`src/rtl/rf_dbg_pkg.sv`:
```
// Shared definitions for the register-file debug dump logic:
// default geometry, FSM state encoding and index wrap helper.
package rf_dbg_pkg;

  localparam int unsigned NUM_REGS_DEF = 32;
  localparam int unsigned ADDR_W_DEF   = 6;
  localparam int unsigned DATA_W_DEF   = 32;

  // Legacy state encodings; the enum below is bound to these values.
  localparam logic [1:0] S_IDLE  = 2'd0;
  localparam logic [1:0] S_FETCH = 2'd1;
  localparam logic [1:0] S_SEND  = 2'd2;
  localparam logic [1:0] S_CSUM  = 2'd3;

  typedef enum logic [1:0] {
    IDLE  = S_IDLE,
    FETCH = S_FETCH,
    SEND  = S_SEND,
    CSUM  = S_CSUM
  } state_t;

  // Successor of a register index, wrapping at num_regs.
  function automatic int unsigned next_idx(input int unsigned idx,
                                           input int unsigned num_regs);
    return (idx + 32'd1 >= num_regs) ? 32'd0 : idx + 32'd1;
  endfunction

endpackage

```
`src/rtl/rf_dump_csum.sv`:
```
// XOR accumulator over the register words delivered during a dump.
// Exposes the post-update value so the caller can load it in the same
// cycle as the final register word is accepted.
module rf_dump_csum
  import rf_dbg_pkg::*;
#(
  parameter int unsigned DATA_W = DATA_W_DEF
) (
  input  logic              clk,
  input  logic              reset,
  input  logic              clr,
  input  logic              en,
  input  logic [DATA_W-1:0] din,
  output logic [DATA_W-1:0] sum_next
);

  logic [DATA_W-1:0] acc;

  // Value the accumulator will hold after this cycle's word (if any).
  always_comb begin
    sum_next = en ? (acc ^ din) : acc;
  end

  // Accumulator register: cleared on a new dump, otherwise follows sum_next.
  always_ff @(posedge clk or posedge reset) begin
    if (reset) begin
      acc <= '0;
    end else if (clr) begin
      acc <= '0;
    end else begin
      acc <= sum_next;
    end
  end

endmodule

```
`src/rtl/rf_dump_reader.sv`:
```
// Register-file dump reader: walks first..last (wrapping modulo NUM_REGS)
// through one rf read port and streams each word over valid/ready.
// Optional trailing XOR checksum word when RF_DUMP_CHECKSUM_EN is defined.
module rf_dump_reader
  import rf_dbg_pkg::*;
#(
  parameter int unsigned NUM_REGS = NUM_REGS_DEF,
  parameter int unsigned ADDR_W   = ADDR_W_DEF,
  parameter int unsigned DATA_W   = DATA_W_DEF
) (
  input  logic              clk,
  input  logic              reset,
  input  logic              start,
  input  logic [ADDR_W-1:0] first_idx,
  input  logic [ADDR_W-1:0] last_idx,
  input  logic              abort,
  output logic [ADDR_W-1:0] rd_addr,
  input  logic [DATA_W-1:0] rd_data,
  output logic              dump_valid,
  input  logic              dump_ready,
  output logic [DATA_W-1:0] dump_data,
  output logic [ADDR_W-1:0] dump_idx,
  output logic              dump_last,
  output logic              busy,
  output logic              done
);

`ifdef RF_DUMP_CHECKSUM_EN
  localparam bit CSUM_EN = 1'b1;
`else
  localparam bit CSUM_EN = 1'b0;
`endif

  state_t            state;
  logic [ADDR_W-1:0] last_r;
  logic [ADDR_W-1:0] first_mod;
  logic [ADDR_W-1:0] last_mod;
  logic [ADDR_W-1:0] idx_succ;
  logic              accept_start;
  logic              handshake;

  // Range reduction, successor index and qualified events.
  always_comb begin
    first_mod    = ADDR_W'(32'(first_idx) % NUM_REGS);
    last_mod     = ADDR_W'(32'(last_idx) % NUM_REGS);
    idx_succ     = ADDR_W'(next_idx(32'(dump_idx), NUM_REGS));
    accept_start = (state == IDLE) && start;
    handshake    = dump_valid && dump_ready && !abort;
    busy         = (state != IDLE);
  end

`ifdef RF_DUMP_CHECKSUM_EN
  logic [DATA_W-1:0] csum_next;

  rf_dump_csum #(
    .DATA_W (DATA_W)
  ) u_csum (
    .clk      (clk),
    .reset    (reset),
    .clr      (accept_start),
    .en       ((state == SEND) && handshake),
    .din      (dump_data),
    .sum_next (csum_next)
  );
`endif

  // Dump FSM; abort takes priority over any handshake in a busy state.
  always_ff @(posedge clk or posedge reset) begin
    if (reset) begin
      state      <= IDLE;
      last_r     <= '0;
      rd_addr    <= '0;
      dump_valid <= 1'b0;
      dump_data  <= '0;
      dump_idx   <= '0;
      dump_last  <= 1'b0;
      done       <= 1'b0;
    end else begin
      done <= 1'b0;
      if (state != IDLE && abort) begin
        state      <= IDLE;
        dump_valid <= 1'b0;
      end else begin
        case (state)
          IDLE: begin
            if (start) begin
              last_r  <= last_mod;
              rd_addr <= first_mod;
              state   <= FETCH;
            end
          end
          FETCH: begin
            dump_data  <= rd_data;
            dump_idx   <= rd_addr;
            dump_last  <= (rd_addr == last_r) && !CSUM_EN;
            dump_valid <= 1'b1;
            state      <= SEND;
          end
          SEND: begin
            if (handshake) begin
              if (dump_idx != last_r) begin
                dump_valid <= 1'b0;
                rd_addr    <= idx_succ;
                state      <= FETCH;
              end else begin
`ifdef RF_DUMP_CHECKSUM_EN
                // Valid stays high: the checksum word follows back-to-back.
                dump_data <= csum_next;
                dump_idx  <= last_r;
                dump_last <= 1'b1;
                state     <= CSUM;
`else
                dump_valid <= 1'b0;
                done       <= 1'b1;
                state      <= IDLE;
`endif
              end
            end
          end
`ifdef RF_DUMP_CHECKSUM_EN
          CSUM: begin
            if (handshake) begin
              dump_valid <= 1'b0;
              done       <= 1'b1;
              state      <= IDLE;
            end
          end
`endif
          default: begin
            dump_valid <= 1'b0;
            state      <= IDLE;
          end
        endcase
      end
    end
  end

endmodule

```
`config.mk`:
```
export PLATFORM = sky130hd
export DESIGN_NAME = rf_dump_reader
export DESIGN_NICKNAME = d
export VERILOG_FILES = /design/src/rtl/rf_dbg_pkg.sv /design/src/rtl/rf_dump_csum.sv /design/src/rtl/rf_dump_reader.sv
export SDC_FILE = /design/constraint.sdc
export NUM_CORES = 1
export LEC_CHECK = 0
export CAP_MARGIN = 20
export CORE_MARGIN = 3
export CORE_UTILIZATION = 39
export CTS_CLUSTER_DIAMETER = 200
export DETAILED_ROUTE_END_ITERATION = 12
export PLACE_DENSITY = 0.76
export SKIP_LAST_GASP = 1
export SLEW_MARGIN = 10
export SYNTH_ARGS = -nofsm -noshare
export SYNTH_HDL_FRONTEND = slang
export SYNTH_SLANG_ARGS = --single-unit
```
`constraint.sdc`:
```
create_clock -name clk -period 1.62 [get_ports clk]
set_input_delay 0.162 -clock clk [delete_from_list [all_inputs] [get_ports clk]]
set_output_delay 0.162 -clock clk [all_outputs]
set_load 0.01 [all_outputs]
```
# Word-level counts from Yosys, hierarchy flattened
# Index checks and enable logic that the tools add are counted.
dict set report op_classes {
  add_sub_neg 1
  muxes 17
  magnitude_cmp 1
  n_bitwise 1
  n_eq_ne 10
  reduce_logical 12
}
# op count
set op_table {}
lappend op_table {{$mux W6} 4}
lappend op_table {{$pmux W6 S2} 1}
lappend op_table {{$add A6 B1 Y7 const B} 1}
lappend op_table {{$ge A7 B6 Y1 const B} 1}
lappend op_table {{$mux W1} 7}
lappend op_table {{$eq A6 B5 Y1} 1}
lappend op_table {{$mux W2} 3}
lappend op_table {{$ne A2 B2 Y1 const B} 3}
lappend op_table {{$ne A6 B5 Y1} 1}
lappend op_table {{$pmux W2 S3} 1}
lappend op_table {{$reduce_and A2 Y1} 3}
lappend op_table {{$reduce_and A5 Y1} 1}
lappend op_table {{$reduce_bool A2 Y1} 2}
lappend op_table {{$logic_and A1 B1 Y1} 3}
lappend op_table {{$ne A3 B2 Y1 const B} 1}
lappend op_table {{$ne A3 B3 Y1 const B} 1}
lappend op_table {{$pmux W1 S3} 1}
lappend op_table {{$reduce_and A3 Y1} 1}
lappend op_table {{$eq A2 B1 Y1 const B} 1}
lappend op_table {{$eq A2 B2 Y1 const B} 1}
lappend op_table {{$logic_not A2 Y1} 1}
lappend op_table {{$ne A2 B1 Y1 const B} 1}
lappend op_table {{$logic_not A1 Y1} 1}
lappend op_table {{$not A1 Y1} 1}
dict set report totals {
  output_inout_bits 48
  wordCells 50
  reg_bits 54
}

# Longest topological paths before layout
# Gate-level depths: netlist of run 1.
dict set report logic_depth {
  ltp_word 6
  depth_mapped 6
  depth_no_buf 5
}

# Worst setup path before layout of run 1
# No wires, ideal clock.
dict set report synth_timing {
  path_kind {reg-to-reg}
  startpoint {register dump_idx[0]}
  endpoint {register rd_addr[4]}
  stages_incl_launch_ff 6
  period_less_slack_ps 1767
  arrival_ps 1642
  n_path_buf 0
  path_slack_ps -147
  cell_sequence {dfrtp_1 > ha_1 > and4b_1 > a2111oi_0 > o31ai_1 > mux2_4}
}
dict set report synth_between {
  elab_chain_len 6
  elab_cells_between_ends 9
  classes_between {1 x add/sub; 1 x order compare; 2 x eq/ne; 4 x mux; 1 x reduce/logical}
}
# element line_no
set synth_rtl {}
lappend synth_rtl {{start, declared} rf_dump_reader.sv:22} ;# output logic [ADDR_W-1:0] dump_idx,
lappend synth_rtl {{start signal, assigned} rf_dump_reader.sv:94} ;# dump_idx <= rd_addr;
lappend synth_rtl {{$add A6 B1 Y7} rf_dbg_pkg.sv:25} ;# return (idx + 32'd1 >= num_regs) ? 32'd0 : idx + 32'd1;
lappend synth_rtl {{$ge A7 B6 Y1} rf_dbg_pkg.sv:25}
lappend synth_rtl {{$mux W6} rf_dbg_pkg.sv:25}
lappend synth_rtl {{$mux W6} rf_dump_reader.sv:101} ;# if (dump_idx != last_r) begin
lappend synth_rtl {{$mux W6} rf_dump_reader.sv:100} ;# if (handshake) begin
lappend synth_rtl {{$pmux W6 S2} rf_dump_reader.sv:84} ;# case (state)
lappend synth_rtl {{end signal, assigned} rf_dump_reader.sv:88} ;# rd_addr <= first_mod;
lappend synth_rtl {{end signal, assigned} rf_dump_reader.sv:103} ;# rd_addr <= idx_succ;
lappend synth_rtl {{end, declared} rf_dump_reader.sv:17} ;# output logic [ADDR_W-1:0] rd_addr,
# Several ways; a longest one is shown, not always the timed one. The select of a mux whose other input is x is not followed.
# A chain may end at the register's enable or synchronous reset.

# Worst setup path in the final report of run 1
# Ends and elaborated chain as after synthesis.

==> results of run 1 <==
[flip-flops by register name (all words and copies together) (netlist names)]
signal and flops:
done 1, dump_data 32, dump_idx 6, dump_last 1, dump_valid 1, last_r 5
rd_addr 6, state 2
[through the flow]
step / power, µW / TNS, ns / util, % / area, µm² / instances
3_3_place_gp: 5510 / -1.31 / 62.8 / 3590 / 350
3_5_place_dp: 5610 / -1.50 / 62.8 / 3590 / 350
4_1_cts: 6410 / -0.109 / 64.6 / 3690 / 357
5_1_grt: 6720 / -0.671 / 64.7 / 3690 / 357
6_report: 6330 / -0.144 / 64.7 / 3690 / 357
2_1_floorplan: 3830 / -0.492 / - / 2400 / 170
[cell families after synthesis]
| kind of cell | Yosys count | share of synthesized area (%) |
|---|---|---|
| xor+xnor | 12 | 4.38 |
| mux | 52 | 25.1 |
| flops | 54 | 56.4 |
| fa+ha+maj | 1 | 0.522 |
| compound gates | 14 | 4.44 |
| simple gates | 23 | 6.05 |
| buf+inv | 14 | 3.13 |
[layout by cell type, fill, tap and decap left out, drive strengths merged]
cell type and n:
a2111oi 1, a21boi 1, a21oi 2, a22o 1, a311o 1, a311oi 1, a31oi 1, and2 1
and3 2, and3b 1, and4 1, and4b 1, buf 23, clkbuf 5, clkdlybuf4s50 91, clkinvlp 2
dfrtp 54, dlygate4sd2 1, dlymetal6s2s 2, ha 1, inv 5, mux2 50, mux2i 2, nand2 4
nand2b 2, nand3 1, nand4 1, nor2 3, nor2b 1, nor3 1, nor4 1, nor4b 1
o21ai 1, o31a 3, o31ai 2, or2 1, or4b 1, xnor2 7, xor2 5
[metal layers]
layer	part of all wire, %	routed length [µm]	GRT usage [%]
met5	0	0	0
met4	0.85	49	3.45
met3	8.2	472	4.61
met2	46	2640	26.5
met1	45	2620	22.7
[path summary, 6_finish.rpt]
path                                              to                      start  slack [ns]  cells past startpoint
hold / removal             dump_data[15]$_DFFE_PP0P_                      reset        0.23                      3
max in group asynchronous    dump_idx[0]$_DFFE_PP0P_                      reset        1.14                      3
min in group clk           dump_data[29]$_DFFE_PP0P_                rd_data[29]        0.46                      2
setup / recovery              rd_addr[4]$_DFFE_PP0P_    dump_idx[0]$_DFFE_PP0P_       -0.06                      5
setup reg to reg              rd_addr[4]$_DFFE_PP0P_    dump_idx[0]$_DFFE_PP0P_       -0.06                      5
hold reg to reg            dump_data[25]$_DFFE_PP0P_  dump_data[25]$_DFFE_PP0P_        0.51                      1
[repair_timing]
action / in CTS / in global routing
endpoints found under the setup margin: 6 / 7
pin swaps: 3 / 0
setup buffers: 0 / 0
hold buffers: 0 / 0
resized for setup: 5 / 2
[critical path, cell delays in order, from the launching register on]
cell	delay, ns
dfrtp_2	0.45
ha_4	0.19
and4b_1	0.18
a2111oi_2	0.36
o31ai_1	0.12
mux2_4	0.27
[area by class of cell]
type | instances | area (µm²) | area share [%]
Tap cell | 72 | 90.1 | 2.44
Timing Repair Buffer | 117 | 1150 | 31.3
Clock buffer | 5 | 68.8 | 1.86
Sequential cell | 54 | 1350 | 36.6
Clock inverter | 2 | 15.0 | 0.407
Inverter | 5 | 18.8 | 0.508
Multi-Input combinational cell | 102 | 992 | 26.9
[power by group]
part / switching, µW / leakage (µW) / internal [µW]
Combinational: 1210 / 0.000893 / 2040
Clock: 422 / 0.0000362 / 296
Sequential: 415 / 0.000644 / 1950
==> flow_summary_export.csv, run 1 <==
group,metric,value,unit
floorplanning,die_w,84.4,µm
sta,finalSetupViolCount,5,
sta,period_share,104,%
clocking,cts_buffers,5,
grt,grt_usage,16.6,%
grt,antenna_found_initial,0,
grt,first_global_vias,1896,
cells_and_area,syn_to_final_growth,54.0,%
floorplanning,boundaryPins,97,
outcome,failed_checks,"negative setup slack",
yosys,synth_area,2400,µm²
sta,drv_slew,0,
pwr,power.density,1710,nW/µm²
clocking,clk_path_buf_depth,2,
sta,tightest_slew,0.376,ns
sta,relSlewSlack,74.6,%
yosys,async_flop_share,100,%
routing,vias,1796,
floorplanning,core.rowCount,27,
floorplanning,dieArea,7120,µm²
yosys,synth_seq_cells,54,
grt,grt_pass1_wl,9.40,mm
cells_and_area,drive_gt1_share,31.2,%
floorplanning,core_area,5710,µm²
critical_path,critPathLaunchType,"flop",
yosys,synth_top_area_share,56.4,%
floorplanning,dieHeight,84.4,µm
yosys,ys_types,37,
routing,drt_first_pass_iters,4,
routing,drt-wirelength-per-cell,16.2,µm
sta,fmax,596,MHz
placement,dp_hpwl,4.32,mm
clocking,cts_tree,"done",
placement,numPortBuffers,94,
critical_path,arrival,1.88,ns
yosys,ys_top_cells_by_area,"dfrtp_1 56%, mux2_2 21%, mux2_4 3.1%",
outcome,outcome,"finished with violations",
grt,grt_max_degree,55,
floorplanning,start_util,42.0,%
yosys,yosysSeqAreaShare,56.4,%
critical_path,critical_path_class,"reg2reg",
yosys,synth_largest_area_cell,"dfrtp_1",
grt,grt_overflow_total,0,
pwr,leakage,0.00157,µW
clocking,htreeDepth,2,
pwr,ir_drop,0.776,mV
yosys,ys.warnings.count,0,
sta,fin_crit,1.68,ns
sta,rsz0062_at_grt,"yes",
cells_and_area,diodes,0,
yosys,post-synth-top-count-cell,"dfrtp_1",
critical_path,cp.required,1.82,ns
yosys,yosys-top-cells-count,"54 x dfrtp_1, 45 x mux2_2, 7 x xnor2_1",
routing,route.detailed.drc,0,
routing,via_per_inst,5.03,
sta,whs,0.232,ns
routing,wirelength,5.78,mm
yosys,synth-edff-count,0,
sta,setup_ws,-0.0577,ns
placement,post-place-ws,-0.279,ns
yosys,synth_nets,220,
routing,first_iter_violations,79,
critical_path,worstSetupEndpointType,"flop",
routing,antenna_left,0,
sta,finalHoldViolations,0,
yosys,synth_area_per_cell,14.1,µm²
yosys,syn_inst,170,
clocking,clock-sinks,54,
cells_and_area,final_nets,335,
clocking,cts_root_buf,"clkbuf_8",
cells_and_area,nFillCells,441,
yosys,synth_flop_cell,"dfrtp_1",
clocking,clock_latency,0.30,ns
sta,fin_skew,0.00638,ns
clocking,cts.clk_slew.worst_paths,0.09,ns
placement,gp_congestion,0.764,
hold_path,hold_path_class,"in2async",
job,maxCapViolations,0,
critical_path,cp_max_fo,5,
No activity file was read; power rests on OpenSTA's default activity.
==> inputs of run 2 (changes only) <==
--- a/config.mk
+++ b/config.mk
@@ -6,6 +6,7 @@
 export NUM_CORES = 1
 export LEC_CHECK = 0
 export CAP_MARGIN = 20
+export CORE_ASPECT_RATIO = 0.7
 export CORE_MARGIN = 3
 export CORE_UTILIZATION = 39
 export CTS_CLUSTER_DIAMETER = 200
==> run 2 against run 1 <==
Against the previous run:
- the flow still finishes with violations (negative setup slack)
- combinational power barely moved
- power rose by 0.62%
- routed wire length decreased by 6.6%
- critical path type unchanged
- largest power group unchanged
==> flow_summary_export.csv, run 2 (synthesis gave the netlist of run 1 again) <==
group,metric,value,unit
outcome,outcome,"finished with violations",
outcome,failed_checks,"negative setup slack",
floorplanning,core.rowCount,23,
sta,fin_crit,1.71,ns
sta,period_share,106,%
cells_and_area,syn_to_final_growth,55.3,%
critical_path,r2r_cells,4,
grt,grt_max_degree,45,
sta,finalHoldViolations,0,
routing,route.detailed.drc,0,
placement,dp_hpwl,4.19,mm
sta,rsz0062_at_grt,"yes",
clocking,htreeDepth,2,
clocking,cts_tree,"done",
cells_and_area,diodes,0,
sta,tns,-0.419,ns
cells_and_area,top_regs,"dump_data (32), dump_idx (6), rd_addr (6)",
cells_and_area,final_common_cell,"clkdlybuf4s50_1",
sta,finalSetupViolCount,5,
sta,relSlewSlack,78.1,%
hold_path,hold_path_class,"in2async",
routing,antenna_left,0,
routing,first_iter_violations,36,
critical_path,arrival,1.90,ns
critical_path,cp_max_fo,7,
floorplanning,start_util,41.0,%
routing,wirelength,5.40,mm
clocking,cts.clk_slew.worst_paths,0.09,ns
cells_and_area,largest-register,"dump_data",
job,maxCapViolations,0,
critical_path,cp.required,1.81,ns
grt,first_global_vias,1861,
routing,drt_first_pass_iters,4,
grt,antenna_found_initial,0,
critical_path,critPathLaunchType,"flop",
placement,numPortBuffers,94,
sta,fin_skew,0.00374,ns
floorplanning,dieArea,7140,µm²
grt,grt_overflow_total,0,
floorplanning,core_area,5840,µm²
clocking,cts_root_buf,"clkbuf_8",
clocking,clock_latency,0.30,ns
pwr,ir_drop,0.834,mV
clocking,clock-sinks,54,
pwr,leakage,0.00158,µW
sta,setup_ws,-0.0903,ns
critical_path,r2r-end,"rd_addr[2]$_DFFE_PP0P_",
routing,via_per_inst,4.84,
sta,tightest_slew,0.327,ns
grt,grt_usage,15.9,%
routing,drt-wirelength-per-cell,14.9,µm
sta,fmax,585,MHz
cells_and_area,largest_register_ffs,32,
sta,drv_slew,0,
grt,grt_pass1_wl,8.91,mm
cells_and_area,mostFrequentLayoutCells,"93 x clkdlybuf4s50_1, 53 x dfrtp_1, 45 x mux2_2",
placement,post-place-ws,-0.301,ns
critical_path,rrSetupSlack,-0.09,ns
cells_and_area,nFillCells,474,
floorplanning,die_w,99.7,µm
placement,gp_congestion,0.769,
routing,vias,1757,
critical_path,worstSetupEndpointType,"flop",
clocking,clk_path_buf_depth,2,
critical_path,r2r-start,"last_r[2]$_DFFE_PP0P_",
cells_and_area,final_nets,337,
pwr,power.density,1710,nW/µm²
clocking,cts_buffers,5,
floorplanning,dieHeight,71.6,µm
cells_and_area,drive_gt1_share,32.3,%
critical_path,critical_path_class,"reg2reg",
floorplanning,boundaryPins,97,
## run 2: cell types whose count changed in the layout (fill, tap and decap cells not counted), sizes merged
cell	previous run	this run
clkdlybuf4s50	91	93
clkinvlp	2	0
clkbuf	5	7
clkinv	0	1
buf	23	25
dlymetal6s2s	2	0
## run 2: worst max-delay path, cell delays in order (launching register included)
cell	delay [ns]
dfrtp_1	0.40
xor2_1	0.18
nor4_2	0.32
a311o_2	0.38
mux2_4	0.33
## run 2: layout make-up
class | count | area, µm² | area share [%]
well taps | 75 | 93.8 | 2.52
repair buffers | 119 | 1160 | 31.3
inverters | 5 | 18.8 | 0.504
clock buffers | 7 | 96.3 | 2.59
clock inverters | 1 | 8.76 | 0.235
multi-input cells | 102 | 988 | 26.5
flip-flops and latches | 54 | 1350 | 36.3
## run 2: how the worst max path moves through the flow
stage	startpoint	to	slack, ns	depth (start not counted)
floorplan	dump_idx[2]$_DFFE_PP0P_	rd_addr[0]$_DFFE_PP0P_	-0.1	6
global placement	abort	rd_addr[1]$_DFFE_PP0P_	-0.26	5
detailed placement	abort	rd_addr[2]$_DFFE_PP0P_	-0.30	5
CTS	dump_idx[0]$_DFFE_PP0P_	rd_addr[2]$_DFFE_PP0P_	-0.10	5
global route	last_r[2]$_DFFE_PP0P_	rd_addr[2]$_DFFE_PP0P_	-0.14	4
finish	last_r[2]$_DFFE_PP0P_	rd_addr[2]$_DFFE_PP0P_	-0.09	4
## run 2: where the power goes
part | switching [µW] | internal, µW
registers | 396 | 1950
logic | 1170 | 2050
clock network | 417 | 392
## run 2: per-stage QoR
| stage | total power, µW | util [%] | instance area [µm²] | hold WS (ns) | cells |
|---|---|---|---|---|---|
| floorplan | 3830 | - | 2400 | 0.228 | 170 |
| global placement | 5510 | 61.5 | 3590 | 0.425 | 353 |
| detailed placement | 5580 | 61.5 | 3590 | 0.428 | 353 |
| CTS | 6440 | 63.4 | 3700 | 0.0938 | 362 |
| global route | 6810 | 63.7 | 3720 | 0.105 | 363 |
| finish | 6370 | 63.7 | 3720 | 0.100 | 363 |
## run 2: timing repair
item	in CTS	in global routing
setup endpoints to repair	8	6
pin swaps	3	1
hold buffers	0	0
gates resized for setup	3	2
buffers inserted	1	1
## run 2: metal layers
metal | global-route usage, % | up-vias | wire length, µm
li1 | - | 843 | -
met1 | 21.7 | 860 | 2450
met2 | 25.4 | 51 | 2550
met3 | 4.96 | 3 | 379
met4 | 2.73 | 0 | 16
met5 | 0 | - | 0
==> inputs of run 3 (changes only) <==
--- a/config.mk
+++ b/config.mk
@@ -7,7 +7,7 @@
 export LEC_CHECK = 0
 export CAP_MARGIN = 20
 export CORE_ASPECT_RATIO = 0.7
-export CORE_MARGIN = 3
+export CORE_MARGIN = 2
 export CORE_UTILIZATION = 39
 export CTS_CLUSTER_DIAMETER = 200
 export DETAILED_ROUTE_END_ITERATION = 12
==> run 3 against run 2 <==
Against the previous run:
- the run still ends with negative setup slack left
- final area rose by 2.2%
- combinational power rose by 6%
- flip-flop and latch count unchanged
- setup slack lost 0.053 ns
- first-iteration DRC count grew 64%
- clock skew is 0.0030 ns higher
- non-clock buffer count increased by 11
- clock-buffer cell count is the same
- highest routed layer unchanged
==> flow_summary_export.csv, run 3 (synthesis gave the netlist of run 1 again) <==
group,metric,value,unit
cells_and_area,syn_to_final_growth,58.8,%
critical_path,critPathLaunchType,"flop",
routing,via_per_inst,4.79,
outcome,outcome,"finished with violations",
cells_and_area,top_regs,"dump_data (32), dump_idx (6), rd_addr (6)",
sta,drv_slew,0,
floorplanning,start_util,41.0,%
critical_path,crit_top_cell,"buf_4",
critical_path,crit_path_cell_trace,"ha_2 > buf_4 > buf_4 > xnor2_2 > a311oi_1 > o31a_1 > mux2_4",
job,maxCapViolations,0,
routing,antenna_left,0,
clocking,cts_tree,"done",
clocking,htreeDepth,2,
outcome,failed_checks,"negative setup slack",
cells_and_area,final_common_cell,"clkdlybuf4s50_1",
pwr,leakage,0.00164,µW
cells_and_area,diodes,0,
routing,drt_first_pass_iters,4,
pwr,ir_drop,0.783,mV
clocking,cts_root_buf,"clkbuf_8",
critical_path,critical_path_class,"reg2reg",
grt,grt_overflow_total,0,
routing,vias,1793,
critical_path,rrSetupSlack,-0.14,ns
placement,gp_congestion,0.841,
cells_and_area,mostFrequentLayoutCells,"92 x clkdlybuf4s50_1, 53 x dfrtp_1, 45 x mux2_2",
cells_and_area,largest_register_ffs,32,
sta,relSlewSlack,77.1,%
critical_path,cp.required,1.81,ns
grt,grt_usage,17.1,%
clocking,clock_latency,0.30,ns
routing,route.detailed.drc,0,
floorplanning,dieHeight,69.6,µm
grt,grt_max_degree,29,
routing,drt-wirelength-per-cell,15.3,µm
sta,finalHoldViolations,0,
critical_path,r2r_cells,7,
routing,first_iter_violations,59,
floorplanning,dieArea,6800,µm²
critical_path,critPathMaxStageDelay,0.45,ns
pwr,p_total,6530,µW
sta,tns,-0.268,ns
floorplanning,die_w,97.7,µm
clocking,cts_buffers,5,
sta,tightest_slew,0.344,ns
placement,dp_hpwl,4.39,mm
clocking,clock-sinks,54,
sta,finalSetupViolCount,5,
critical_path,r2r-start,"dump_idx[0]$_DFFE_PP0P_",
floorplanning,boundaryPins,97,
hold_path,hold_path_class,"in2async",
floorplanning,core.rowCount,23,
placement,numPortBuffers,94,
sta,rsz0062_at_grt,"yes",
sta,fin_skew,0.00675,ns
grt,first_global_vias,1898,
sta,setup_ws,-0.143,ns
sta,period_share,109,%
clocking,cts.clk_slew.worst_paths,0.10,ns
clocking,holdBufCountCts,0,
clocking,clk_path_buf_depth,2,
critical_path,worstSetupEndpointType,"flop",
cells_and_area,largest-register,"dump_data",
routing,wirelength,5.73,mm
sta,fmax,567,MHz
critical_path,r2r-end,"rd_addr[2]$_DFFE_PP0P_",
floorplanning,core_area,5840,µm²
critical_path,cp_max_fo,4,
critical_path,arrival,1.95,ns
critical_path,crit_slowest_cell,"dfrtp_2",
grt,grt_pass1_wl,9.28,mm
sta,fin_crit,1.76,ns
cells_and_area,final_nets,348,
cells_and_area,drive_gt1_share,35.1,%
pwr,power.density,1720,nW/µm²
grt,antenna_found_initial,0,
run 3: what timing repair did:
item | CTS | global route
buffers inserted | 3 | 3
setup endpoints to repair | 8 | 7
hold endpoints to repair | 0 | 0
gates resized for setup | 4 | 5
pin swaps | 4 | 3
run 3: worst max path at each step:
stage / slack [ns] / start / to / cells past startpoint
finish: -0.14 / dump_idx[0]$_DFFE_PP0P_ / rd_addr[2]$_DFFE_PP0P_ / 7
global route: -0.19 / dump_idx[0]$_DFFE_PP0P_ / rd_addr[2]$_DFFE_PP0P_ / 7
CTS: -0.10 / dump_idx[0]$_DFFE_PP0P_ / rd_addr[2]$_DFFE_PP0P_ / 7
detailed placement: -0.22 / dump_idx[0]$_DFFE_PP0P_ / rd_addr[2]$_DFFE_PP0P_ / 4
global placement: -0.19 / abort / rd_addr[0]$_DFFE_PP0P_ / 5
floorplan: -0.1 / dump_idx[2]$_DFFE_PP0P_ / rd_addr[0]$_DFFE_PP0P_ / 6
run 3: final cells by class:
cell class | count | area (µm²)
Fill cell | 466 | 2040
Sequential cell | 54 | 1350
Timing Repair Buffer | 130 | 1240
Multi-Input combinational cell | 102 | 1010
Tap cell | 75 | 93.8
Clock buffer | 7 | 86.3
Inverter | 5 | 18.8
Clock inverter | 1 | 5.00
run 3: per-stage QoR:
step	cell area, µm²	utilization, %	hold WS, ns	setup WS (ns)	cells
finish	3810	65.2	0.235	-0.143	374
global route	3810	65.2	0.301	-0.189	374
CTS	3750	64.2	0.237	-0.105	371
detailed placement	3630	62.2	0.495	-0.216	360
global placement	3630	62.2	0.488	-0.191	360
floorplan	2400	-	0.228	-0.0983	170
run 3: power by group:
part / internal [µW] / total (µW) / switching [µW]
combinational: 2160 / 3400 / 1240
clock: 346 / 764 / 418
sequential: 1950 / 2370 / 424
run 3: layer usage:
layer	share of wire (%)	up-vias	GRT usage, %
met4	0.54	0	3.40
met3	6.4	5	5.65
met2	46	62	26.6
met5	0	-	0
met1	47	868	23.6
li1	-	858	-
run 3: critical path: cells and delay by family (launching register included):
kind,cells,cell delay [ns]
DFF,1,0.45
AOI/OAI and AO/OA,2,0.33
buffers and inverters,2,0.27
muxes,1,0.27
adders and majority gates,1,0.20
xor gates and xnor gates,1,0.14
